<file path="src/rtl/imm_ext_pkg.sv">
// Shared constants and types for the immediate-extender arbiter.
package imm_ext_pkg;

  localparam int unsigned INSTR_W = 32;
  localparam int unsigned IMM_W   = 32;
  localparam int unsigned IMM12_W = 12;
  localparam int unsigned IMM20_W = 20;
  localparam int unsigned OPC_W   = 7;

  localparam logic [OPC_W-1:0] OP_IMM = 7'b0010011;
  localparam logic [OPC_W-1:0] LOAD   = 7'b0000011;
  localparam logic [OPC_W-1:0] JALR   = 7'b1100111;
  localparam logic [OPC_W-1:0] STORE  = 7'b0100011;
  localparam logic [OPC_W-1:0] BRANCH = 7'b1100011;
  localparam logic [OPC_W-1:0] LUI    = 7'b0110111;
  localparam logic [OPC_W-1:0] AUIPC  = 7'b0010111;
  localparam logic [OPC_W-1:0] JAL    = 7'b1101111;

  typedef enum logic [1:0] {
    CTRL_I12 = 2'b00,
    CTRL_B13 = 2'b01,
    CTRL_U20 = 2'b10,
    CTRL_J21 = 2'b11
  } ext_ctrl_e;

  typedef enum logic [1:0] {
    IDLE = 2'b00,
    EXT  = 2'b01,
    RESP = 2'b10
  } state_e;

endpackage

</file>
<file path="src/rtl/imm_field_decode.sv">
// Slices the RISC-V immediate fields of one instruction and selects the extender mode.
module imm_field_decode
  import imm_ext_pkg::*;
(
  input  logic [INSTR_W-1:0] instr,
  output logic [IMM12_W-1:0] imm12,
  output logic [IMM20_W-1:0] imm20,
  output ext_ctrl_e          ctrl,
  output logic               u_shift,
  output logic               err
);

  // Unknown opcodes fall back to I-type slicing so the extender sees a defined input.
  always_comb begin
    imm12   = instr[31:20];
    imm20   = '0;
    ctrl    = CTRL_I12;
    u_shift = 1'b0;
    err     = 1'b0;
    case (instr[OPC_W-1:0])
      OP_IMM, LOAD, JALR: ;
      STORE: imm12 = {instr[31:25], instr[11:7]};
      BRANCH: begin
        imm12 = {instr[31], instr[7], instr[30:25], instr[11:8]};
        ctrl  = CTRL_B13;
      end
      LUI, AUIPC: begin
        imm12   = '0;
        imm20   = instr[31:12];
        ctrl    = CTRL_U20;
        u_shift = 1'b1;
      end
      JAL: begin
        imm12 = '0;
        imm20 = {instr[31], instr[19:12], instr[20], instr[30:21]};
        ctrl  = CTRL_J21;
      end
      default: err = 1'b1;
    endcase
  end

endmodule

</file>
<file path="src/rtl/imm_ext_arbiter.sv">
// Round-robin share of one external sign-extender between two decode stages,
// with a registered result returned over a valid/ready handshake.
module imm_ext_arbiter
  import imm_ext_pkg::*;
#(
  parameter int unsigned NUM_REQ = 2,
  parameter int unsigned TAG_W   = 5
) (
  input  logic                       clk,
  input  logic                       rst_n,
  input  logic [NUM_REQ-1:0]         req_valid_i,
  output logic [NUM_REQ-1:0]         req_ready_o,
  input  logic [NUM_REQ*INSTR_W-1:0] req_instr_i,
  input  logic [NUM_REQ*TAG_W-1:0]   req_tag_i,
  output logic [NUM_REQ-1:0]         resp_valid_o,
  input  logic [NUM_REQ-1:0]         resp_ready_i,
  output logic [IMM_W-1:0]           resp_imm_o,
  output logic [TAG_W-1:0]           resp_tag_o,
  output logic                       resp_err_o,
  output logic [IMM12_W-1:0]         ext_imm12_o,
  output logic [IMM20_W-1:0]         ext_imm20_o,
  output logic [1:0]                 ext_ctrl_o,
  input  logic [IMM_W-1:0]           ext_imm32_i
);

  state_e               state_q, state_d;
  logic                 rr_q, rr_d;
  logic                 win_q, win_d;
  logic [INSTR_W-1:0]   instr_q, instr_d;
  logic [TAG_W-1:0]     tag_q, tag_d;
  logic [IMM_W-1:0]     imm_q, imm_d;
  logic                 err_q, err_d;
  logic [NUM_REQ-1:0]   grant;

  logic [IMM12_W-1:0]   dec_imm12;
  logic [IMM20_W-1:0]   dec_imm20;
  ext_ctrl_e            dec_ctrl;
  logic                 dec_u_shift;
  logic                 dec_err;

  // Decode always runs on the latched instruction, so ext outputs only change on a grant.
  imm_field_decode u_decode (
    .instr   (instr_q),
    .imm12   (dec_imm12),
    .imm20   (dec_imm20),
    .ctrl    (dec_ctrl),
    .u_shift (dec_u_shift),
    .err     (dec_err)
  );

  // Single requester wins outright; on contention rr_q picks the winner.
  always_comb begin
    grant = '0;
    case (req_valid_i)
      2'b01:   grant = 2'b01;
      2'b10:   grant = 2'b10;
      2'b11:   grant = rr_q ? 2'b10 : 2'b01;
      default: grant = '0;
    endcase
  end

  always_comb begin
    state_d = state_q;
    rr_d    = rr_q;
    win_d   = win_q;
    instr_d = instr_q;
    tag_d   = tag_q;
    imm_d   = imm_q;
    err_d   = err_q;
    case (state_q)
      IDLE: begin
        if (grant != '0) begin
          win_d   = grant[1];
          rr_d    = ~grant[1];
          instr_d = grant[1] ? req_instr_i[INSTR_W +: INSTR_W] : req_instr_i[0 +: INSTR_W];
          tag_d   = grant[1] ? req_tag_i[TAG_W +: TAG_W] : req_tag_i[0 +: TAG_W];
          state_d = EXT;
        end
      end
      EXT: begin
        // U-type: extender returns the raw 20-bit field; the upper placement happens here.
        if (dec_err)
          imm_d = '0;
        else if (dec_u_shift)
          imm_d = {ext_imm32_i[IMM20_W-1:0], 12'h000};
        else
          imm_d = ext_imm32_i;
        err_d   = dec_err;
        state_d = RESP;
      end
      RESP: begin
        if (resp_ready_i[win_q])
          state_d = IDLE;
      end
      default: state_d = IDLE;
    endcase
  end

  always_ff @(posedge clk or negedge rst_n) begin
    if (!rst_n) begin
      state_q <= IDLE;
      rr_q    <= 1'b0;
      win_q   <= 1'b0;
      instr_q <= '0;
      tag_q   <= '0;
      imm_q   <= '0;
      err_q   <= 1'b0;
    end else begin
      state_q <= state_d;
      rr_q    <= rr_d;
      win_q   <= win_d;
      instr_q <= instr_d;
      tag_q   <= tag_d;
      imm_q   <= imm_d;
      err_q   <= err_d;
    end
  end

  assign req_ready_o  = (state_q == IDLE) ? grant : '0;
  assign resp_valid_o = (state_q == RESP) ? {win_q, ~win_q} : '0;
  assign resp_imm_o   = imm_q;
  assign resp_tag_o   = tag_q;
  assign resp_err_o   = err_q;
  assign ext_imm12_o  = dec_imm12;
  assign ext_imm20_o  = dec_imm20;
  assign ext_ctrl_o   = dec_ctrl;

endmodule

</file>
<file path="config.mk">
export PLATFORM = sky130hd
export DESIGN_NAME = imm_ext_arbiter
export DESIGN_NICKNAME = d
export VERILOG_FILES = /design/src/rtl/imm_ext_pkg.sv /design/src/rtl/imm_field_decode.sv /design/src/rtl/imm_ext_arbiter.sv
export SDC_FILE = /design/constraint.sdc
export NUM_CORES = 1
export LEC_CHECK = 0
export BUFFER_PORTS_ARGS = -buffer_cell sky130_fd_sc_hd__buf_4
export CORE_ASPECT_RATIO = 2
export CORE_MARGIN = 2
export CORE_UTILIZATION = 27
export DETAILED_ROUTE_END_ITERATION = 6
export PLACE_DENSITY_LB_ADDON = 0.05
export SETUP_SLACK_MARGIN = 0.2
export SYNTH_ARGS = -nofsm -noshare
export SYNTH_HDL_FRONTEND = slang
export SYNTH_SLANG_ARGS = --single-unit
</file>
<file path="constraint.sdc">
create_clock -name clk -period 4 [get_ports clk]
set_clock_uncertainty 0.05 [all_clocks]
set_input_delay 0.8 -clock clk [delete_from_list [all_inputs] [get_ports clk]]
set_output_delay 0.8 -clock clk [all_outputs]
set_load 0.005 [all_outputs]
</file>
==> run metrics, run 1 <==
Final setup violation count 0; setup repair after global routing missed its margin false; ratio of total power to cell area 702 mW/mm^2; Sum Neg Setup Slack 0 ns; layout cell share with drive strength beyond 1 0.407; area share of the largest cell type after synthesis 0.502; time the worst path needs with I/O delays and setup 3.20 ns; Min-Delay Path Class flop to flop; highest net fanout along the worst path 20; final cycle utilization of the critical path 0.799; H-tree levels 3; data arrival time of the critical path 2.35 ns; number of cells produced by synthesis 359; quantity of gates resized following cts 0; total wirelength of the detailed-routed design 13800 um; DRC violations left 0; Switch Pwr 1.49 mW; Remaining Overflow, GRT 0; net count of the finished layout 643; maximum buffer depth of the clock tree 2; largest net degree at the start of global routing 75; number of antenna violations at the first check in global routing 0; total clock buffers created by CTS 9; effective utilization at floorplan 0.276; clock latency reported for the late side of the worst-skew pair 0.33 ns; Leak Pwr 2.84 nW; average wire per cell in the routed design 20.0 um; layout overhead on the synthesized area 48.5%; number of DRC markers after the initial detailed-route iteration 189; IO Count 188; Via density 5.30; vias in the first global route 3902; number of inserted filler cells in the final layout 1365; Cell Rows 60; area enclosed by the die boundary 0.0147 mm^2; final worst-path setup slack 0.804 ns; Net Sw Frac 0.387; Worst-Margin Slew 1.14 ns; Non-Filler Cell Area, Final 0.00547 mm^2; Seq cells post-synth 74; router iterations before antenna repair 6; core region area 0.0134 mm^2; remaining number of nets flagged by the antenna check after routing 0; proportion of synthesized chip area in sequential cells 0.502; average size of a mapped cell 10.3 um^2; post-synth net total 471; combined area of all synthesized cells 0.00369 mm^2; worst slew margin relative to its limit 0.235; clock root buffer clkbuf_16; global-route wire length before repair 21300 um; maximum capacitance violations 0; P_int 2.35 mW; Final Hold Vio Count 0; count of distinct cell types in the synthesized netlist 39; Yosys Warn Count 0; clock tree from TritonCTS built; endpoint class of the critical path primary output; outcome complete, no violations; cell type with the largest total area after synthesis dfrtp_1; leading cell types by total area after synthesis dfrtp_1 50%, a222oi_1 10%, a22o_1 8.8%; Setup crit start kind flop; die height 169 um; Final HPWL DP 10100 um; Max Clk Rate 0.313 GHz; Fin Hold WS 0.454 ns; horizontal die dimension 86.6 um; VDD IR-drop max 0.000206 V; total of buffers placed on input and output ports 187; part of the total power dissipated in the clock network 0.199; vias after detailed routing 3661; category of the critical setup timing path flop to primary output; worst setup slack after placement 1.11 ns; antenna diode count 0; Final Max Tran Viols 0; Worst Path Required 3.15 ns; clock sink count 74; hold buffer count at cts 0; logic gate share of total power 0.424; Setup Buffers After CTS 0; core utilization of the finished layout 0.410; GP Congestion 0.757; GRT Total Usage 0.188; Worst-path clk slew 0.06 ns; sequential group share of total power 0.376; placed cell areas 0.00519 mm^2
==> flip-flops by register name, summed over array words and instances (netlist names) <==
signal      flops
instr_q        32
resp_err_o      1
resp_imm_o     32
resp_tag_o      5
rr_q            1
state_q         2
win_q           1
==> critical path: stages (launching register included) <==
cell and delay [ns]:
dfrtp_1 0.56, and4bb_2 0.42, and2_1 0.64, a22o_1 0.27, buf_4 0.12
==> per-layer routing <==
metal  wire length (um)  global-route usage
met2               7750               0.353
met1               5140               0.207
met4                176              0.0543
met5                  0                   0
met3                772              0.0379
==> cells in the final DEF (no fill, tap or decap), types with 4 or more instances in the layout <==
cell type / count
o2bb2ai_1: 5
a222oi_1: 37
and2_1: 4
buf_4: 192
clkbuf_16: 9
a21oi_1: 20
a22o_1: 37
dfrtp_1: 74
a211oi_1: 20
nand2_1: 22
nor2b_1: 4
mux2i_1: 8
nor2_1: 27
inv_1: 39
==> stage by stage <==
step                cells  power [mW]
finish                691        3.84
global route          691        4.14
floorplan             359        2.31
CTS                   691        3.92
global placement      675        3.10
detailed placement    675        3.13
==> logic make-up (layout without fill, tap and decap cells) <==
logic type / after synthesis / count (layout) / synth area share
compound gates: 130 / 130 / 0.293
flops: 74 / 74 / 0.502
simple gates: 74 / 74 / 0.0974
xor+xnor: 1 / 1 / 0.00238
mux: 9 / 9 / 0.0248
buf+inv: 71 / 248 / 0.0804
==> worst paths after layout <==
| check | startpoint | to | slack, ns | cells past startpoint |
|---|---|---|---|---|
| max reg2reg | instr_q[6] | resp_imm_o[3] | 1.10 | 5 |
| min in group asynchronous | rst_n | resp_imm_o[8] | 0.58 | 1 |
| max | instr_q[6] | ext_imm20_o[5] | 0.80 | 4 |
| max in group asynchronous | rst_n | instr_q[20] | 2.67 | 1 |
| min reg2reg | rr_q | rr_q | 0.45 | 1 |
| min | rr_q | rr_q | 0.45 | 1 |
==> cell type report <==
cell class	instances	area (um^2)	area share
flip-flops and latches	74	1850	0.338
multi-input cells	214	1560	0.284
repair buffers	192	1440	0.263
clock buffers	10	239	0.0437
well taps	155	194	0.0354
inverters	40	150	0.0274
clock inverters	6	41.3	0.00754
==> power groups by stage <==
stage               Combinational [mW]  Sequential [mW]  Clock (mW)
floorplan                        0.999             1.31           0
global placement                  1.64             1.46           0
detailed placement                1.66             1.47           0
CTS                               1.67             1.46       0.797
global route                      1.82             1.49       0.818
finish                            1.63             1.45       0.765
==> Yosys cell counts <==
| cell type | n |
|---|---|
| nor2_2 | 1 |
| buf_1 | 3 |
| buf_2 | 3 |
| mux2_2 | 1 |
| o211ai_1 | 1 |
| buf_6 | 3 |
| a22o_1 | 37 |
| nand3_1 | 2 |
| nand4_1 | 1 |
| nor3b_1 | 1 |
| a211oi_1 | 20 |
| nand2_1 | 22 |
| o21ai_1 | 3 |
| nand2b_1 | 3 |
| mux2i_1 | 8 |
| clkbuf_1 | 21 |
| a2111oi_4 | 1 |
| buf_4 | 1 |
| and2_1 | 4 |
| nor2_1 | 27 |
| a21o_1 | 2 |
| nor4_1 | 1 |
| and4bb_2 | 1 |
| o21bai_1 | 1 |
| inv_1 | 39 |
| o22ai_1 | 1 |
| nor2b_1 | 5 |
| nand3b_1 | 1 |
| o21ai_0 | 1 |
| dfrtp_1 | 74 |
| and3_1 | 3 |
| o2bb2ai_1 | 5 |
| nor2b_4 | 1 |
| or4_4 | 1 |
| xnor2_1 | 1 |
| a21oi_1 | 20 |
| inv_2 | 1 |
| a31oi_1 | 1 |
| a222oi_1 | 37 |
(Power assumes the default switching activity.)
==> inputs of run 2 (changes only) <==
==> constraint.sdc (replaced) <==
create_clock -name clk -period 2.59 [get_ports clk]
set_clock_uncertainty 0.05 [all_clocks]
set_input_delay 0.518 -clock clk [delete_from_list [all_inputs] [get_ports clk]]
set_output_delay 0.518 -clock clk [all_outputs]
set_load 0.005 [all_outputs]
==> run 2 against run 1 <==
The run now ends with DRC left. Worst setup slack worse by 0.58 ns. Global-route usage is 0.28 points higher. First-iteration DRC count is 50% higher. Routed wire length is 1.5% higher. Clock power is 87% higher. Total power is 66% higher. Via count is 2.6% higher. Non-clock buffer count is 16 higher. Sequential power is 51% higher. Sequential share of layout area is 1.4 points lower. Critical path depth is 1 higher. Hold slack worse by 0.34 ns. Largest power group unchanged.
==> run metrics, run 2 (synthesis results as in run 1) <==
layout cell share with drive strength beyond 1 0.444 (was 0.407); vias in the first global route 3941 (was 3902); Worst-path clk slew 0.06 ns (about the same); final cycle utilization of the critical path 0.912; effective utilization at floorplan 0.276 (unchanged); post-placement cell count 685 (was 675); Worst Path Required 2.02 ns (was 3.15 ns); data arrival time of the critical path 1.79 ns (was 2.35 ns); maximum capacitance violations 0 (unchanged); DRC violations left 3 (was 0); net count of the finished layout 659 (was 643); Sum Neg Setup Slack 0 ns (unchanged); clock latency reported for the late side of the worst-skew pair 0.33 ns (about the same); number of DRC markers after the initial detailed-route iteration 284 (was 189); area enclosed by the die boundary 0.0147 mm^2 (unchanged); horizontal die dimension 86.6 um (unchanged); Leak Pwr 2.97 nW (was 2.84 nW); number of inserted filler cells in the final layout 1361 (was 1365); worst slew margin relative to its limit 0.645 (was 0.235); GRT Total Usage 0.191 (was 0.188); IO Count 188 (unchanged); maximum buffer depth of the clock tree 2 (unchanged); source of the critical timing path instr_q[4] (was instr_q[6]); Min-Delay Path Class primary input to asynchronous set/reset pin (was flop to flop); average wire per cell in the routed design 19.9 um (was 20.0 um); reg-to-reg setup timing slack 0.51 ns (was 1.10 ns); violated checks DRC; layout overhead on the synthesized area 55.5% (was 48.5%); number of antenna violations at the first check in global routing 0 (unchanged); time the worst path needs with I/O delays and setup 2.36 ns; Remaining Overflow, GRT 0 (unchanged); most common cell after layout, fill and taps aside buf_4 (unchanged); delay-heaviest family, CP simple AND/OR/NAND/NOR gates (unchanged); cell-by-cell trace of the critical path and4bb_2 -> and2_1 -> buf_12 -> a22o_1 -> buf_4 (was and4bb_2 -> and2_1 -> a22o_1 -> buf_4); endpoint class of the critical path primary output (unchanged); total of buffers placed on input and output ports 187 (unchanged); Max Clk Rate 0.423 GHz; remaining number of nets flagged by the antenna check after routing 0 (unchanged); Critical Path End ext_imm20_o[13] (was ext_imm20_o[5]); largest net degree at the start of global routing 39 (was 75); highest net fanout along the worst path 21 (was 20); outcome complete, but fails checks (was complete, no violations); core region area 0.0134 mm^2 (unchanged); die height 169 um (unchanged); crit path buf inv count 2 (was 1); setup repair after global routing missed its margin true (was false); VDD IR-drop max 0.000446 V (was 0.000206 V); hold buffer count at cts 0 (unchanged); ratio of total power to cell area 1110 mW/mm^2 (was 702 mW/mm^2); Cell Rows 60 (unchanged); antenna diode count 0 (unchanged); Final HPWL DP 10300 um (was 10100 um); longest individual stage delay on the worst path 0.45 ns (was 0.64 ns); total clock buffers created by CTS 9 (unchanged); total wirelength of the detailed-routed design 14000 um (was 13800 um); clock root buffer clkbuf_16 (unchanged); GP Congestion 0.755 (was 0.757); Final Hold Vio Count 0 (unchanged); Final setup violation count 0 (unchanged); global-route wire length before repair 21500 um (was 21300 um); Setup crit start kind flop (unchanged); Final Max Tran Viols 0 (unchanged); category of the critical setup timing path flop to primary output (unchanged); number of standard cells in the layout, taps in and fillers out 707 (was 691); Worst-Margin Slew 0.532 ns (was 1.14 ns); leading cell types in the layout, fill and taps excluded 204 x buf_4, 70 x dfrtp_1, 39 x inv_1, 37 x a22o_1, 37 x a222oi_1 (was 192 x buf_4, 74 x dfrtp_1, 39 x inv_1, 37 x a22o_1, 37 x a222oi_1); H-tree levels 3 (unchanged); Via density 5.31 (was 5.30); router iterations before antenna repair 7 (was 6); destination of the worst register-to-register timing path resp_imm_o[5] (was resp_imm_o[3]); RR Startpoint instr_q[2] (was instr_q[6]); clock tree from TritonCTS built (unchanged); clock sink count 74 (unchanged); vias after detailed routing 3755 (was 3661); depth of the worst register-to-register path 6 (was 5); number of gates on the worst path with buffers counted 5 (was 4); standard cell with the maximum stage delay on the critical path dfrtp_2 (was and2_1)
[run 2: worst min-delay path by stage]
| stage | start | to | slack, ns | cells after the start |
|---|---|---|---|---|
| global placement | resp_err_o | resp_err_o | 0.43 | 1 |
| global route | rst_n | resp_imm_o[8] | 0.14 | 1 |
| floorplan | rst_n | instr_q[0] | 0.17 | 0 |
| detailed placement | resp_err_o | resp_err_o | 0.44 | 1 |
| finish | rst_n | resp_tag_o[0] | 0.11 | 1 |
| CTS | rst_n | resp_tag_o[0] | 0.13 | 1 |
[run 2: final cells by class]
| cell class | instances | area (um^2) | area share |
|---|---|---|---|
| flip-flops and latches | 74 | 1860 | 0.324 |
| multi-input cells | 214 | 1590 | 0.277 |
| inverters | 40 | 150 | 0.0262 |
| clock inverters | 4 | 72.6 | 0.0127 |
| clock buffers | 12 | 267 | 0.0465 |
| repair buffers | 208 | 1600 | 0.280 |
| well taps | 155 | 194 | 0.0338 |
[run 2: worst register-to-register path, cell delays in order, from the launching register on]
cell       delay, ns
dfrtp_2         0.44
buf_4           0.17
nor2b_1         0.14
or4_4           0.49
a2111oi_4       0.30
buf_4           0.27
a22o_1          0.17
[run 2: timing repair]
action | 4_1_cts | 5_1_grt
buffers inserted | 3 | 3
setup endpoints to repair | 28 | 32
gates resized for setup | 12 | 5
pin swaps | 1 | 2
[run 2: stage by stage]
stage	total power, mW	hold WS (ns)	instance area (um^2)	utilization	worst slack [ns]
floorplan	3.57	0.172	3690	-	0.408
global placement	4.84	0.431	5290	0.396	0.401
detailed placement	4.87	0.435	5290	0.396	0.325
CTS	6.40	0.128	5690	0.426	0.209
global route	6.82	0.139	5730	0.429	0.166
finish	6.37	0.110	5730	0.429	0.227
[run 2: where the power goes]
| part | internal, mW | switching [mW] |
|---|---|---|
| Combinational | 1.41 | 1.33 |
| Clock | 0.922 | 0.512 |
| Sequential | 1.69 | 0.502 |
| Total | 4.02 | 2.35 |
[run 2: routing by layer]
metal / GRT usage / share of wire / up-vias
li1: - / - / 1733
met1: 0.201 / 0.36 / 1854
met2: 0.362 / 0.56 / 148
met3: 0.0389 / 0.054 / 20
met4: 0.0673 / 0.023 / 0
met5: 0 / 0 / -
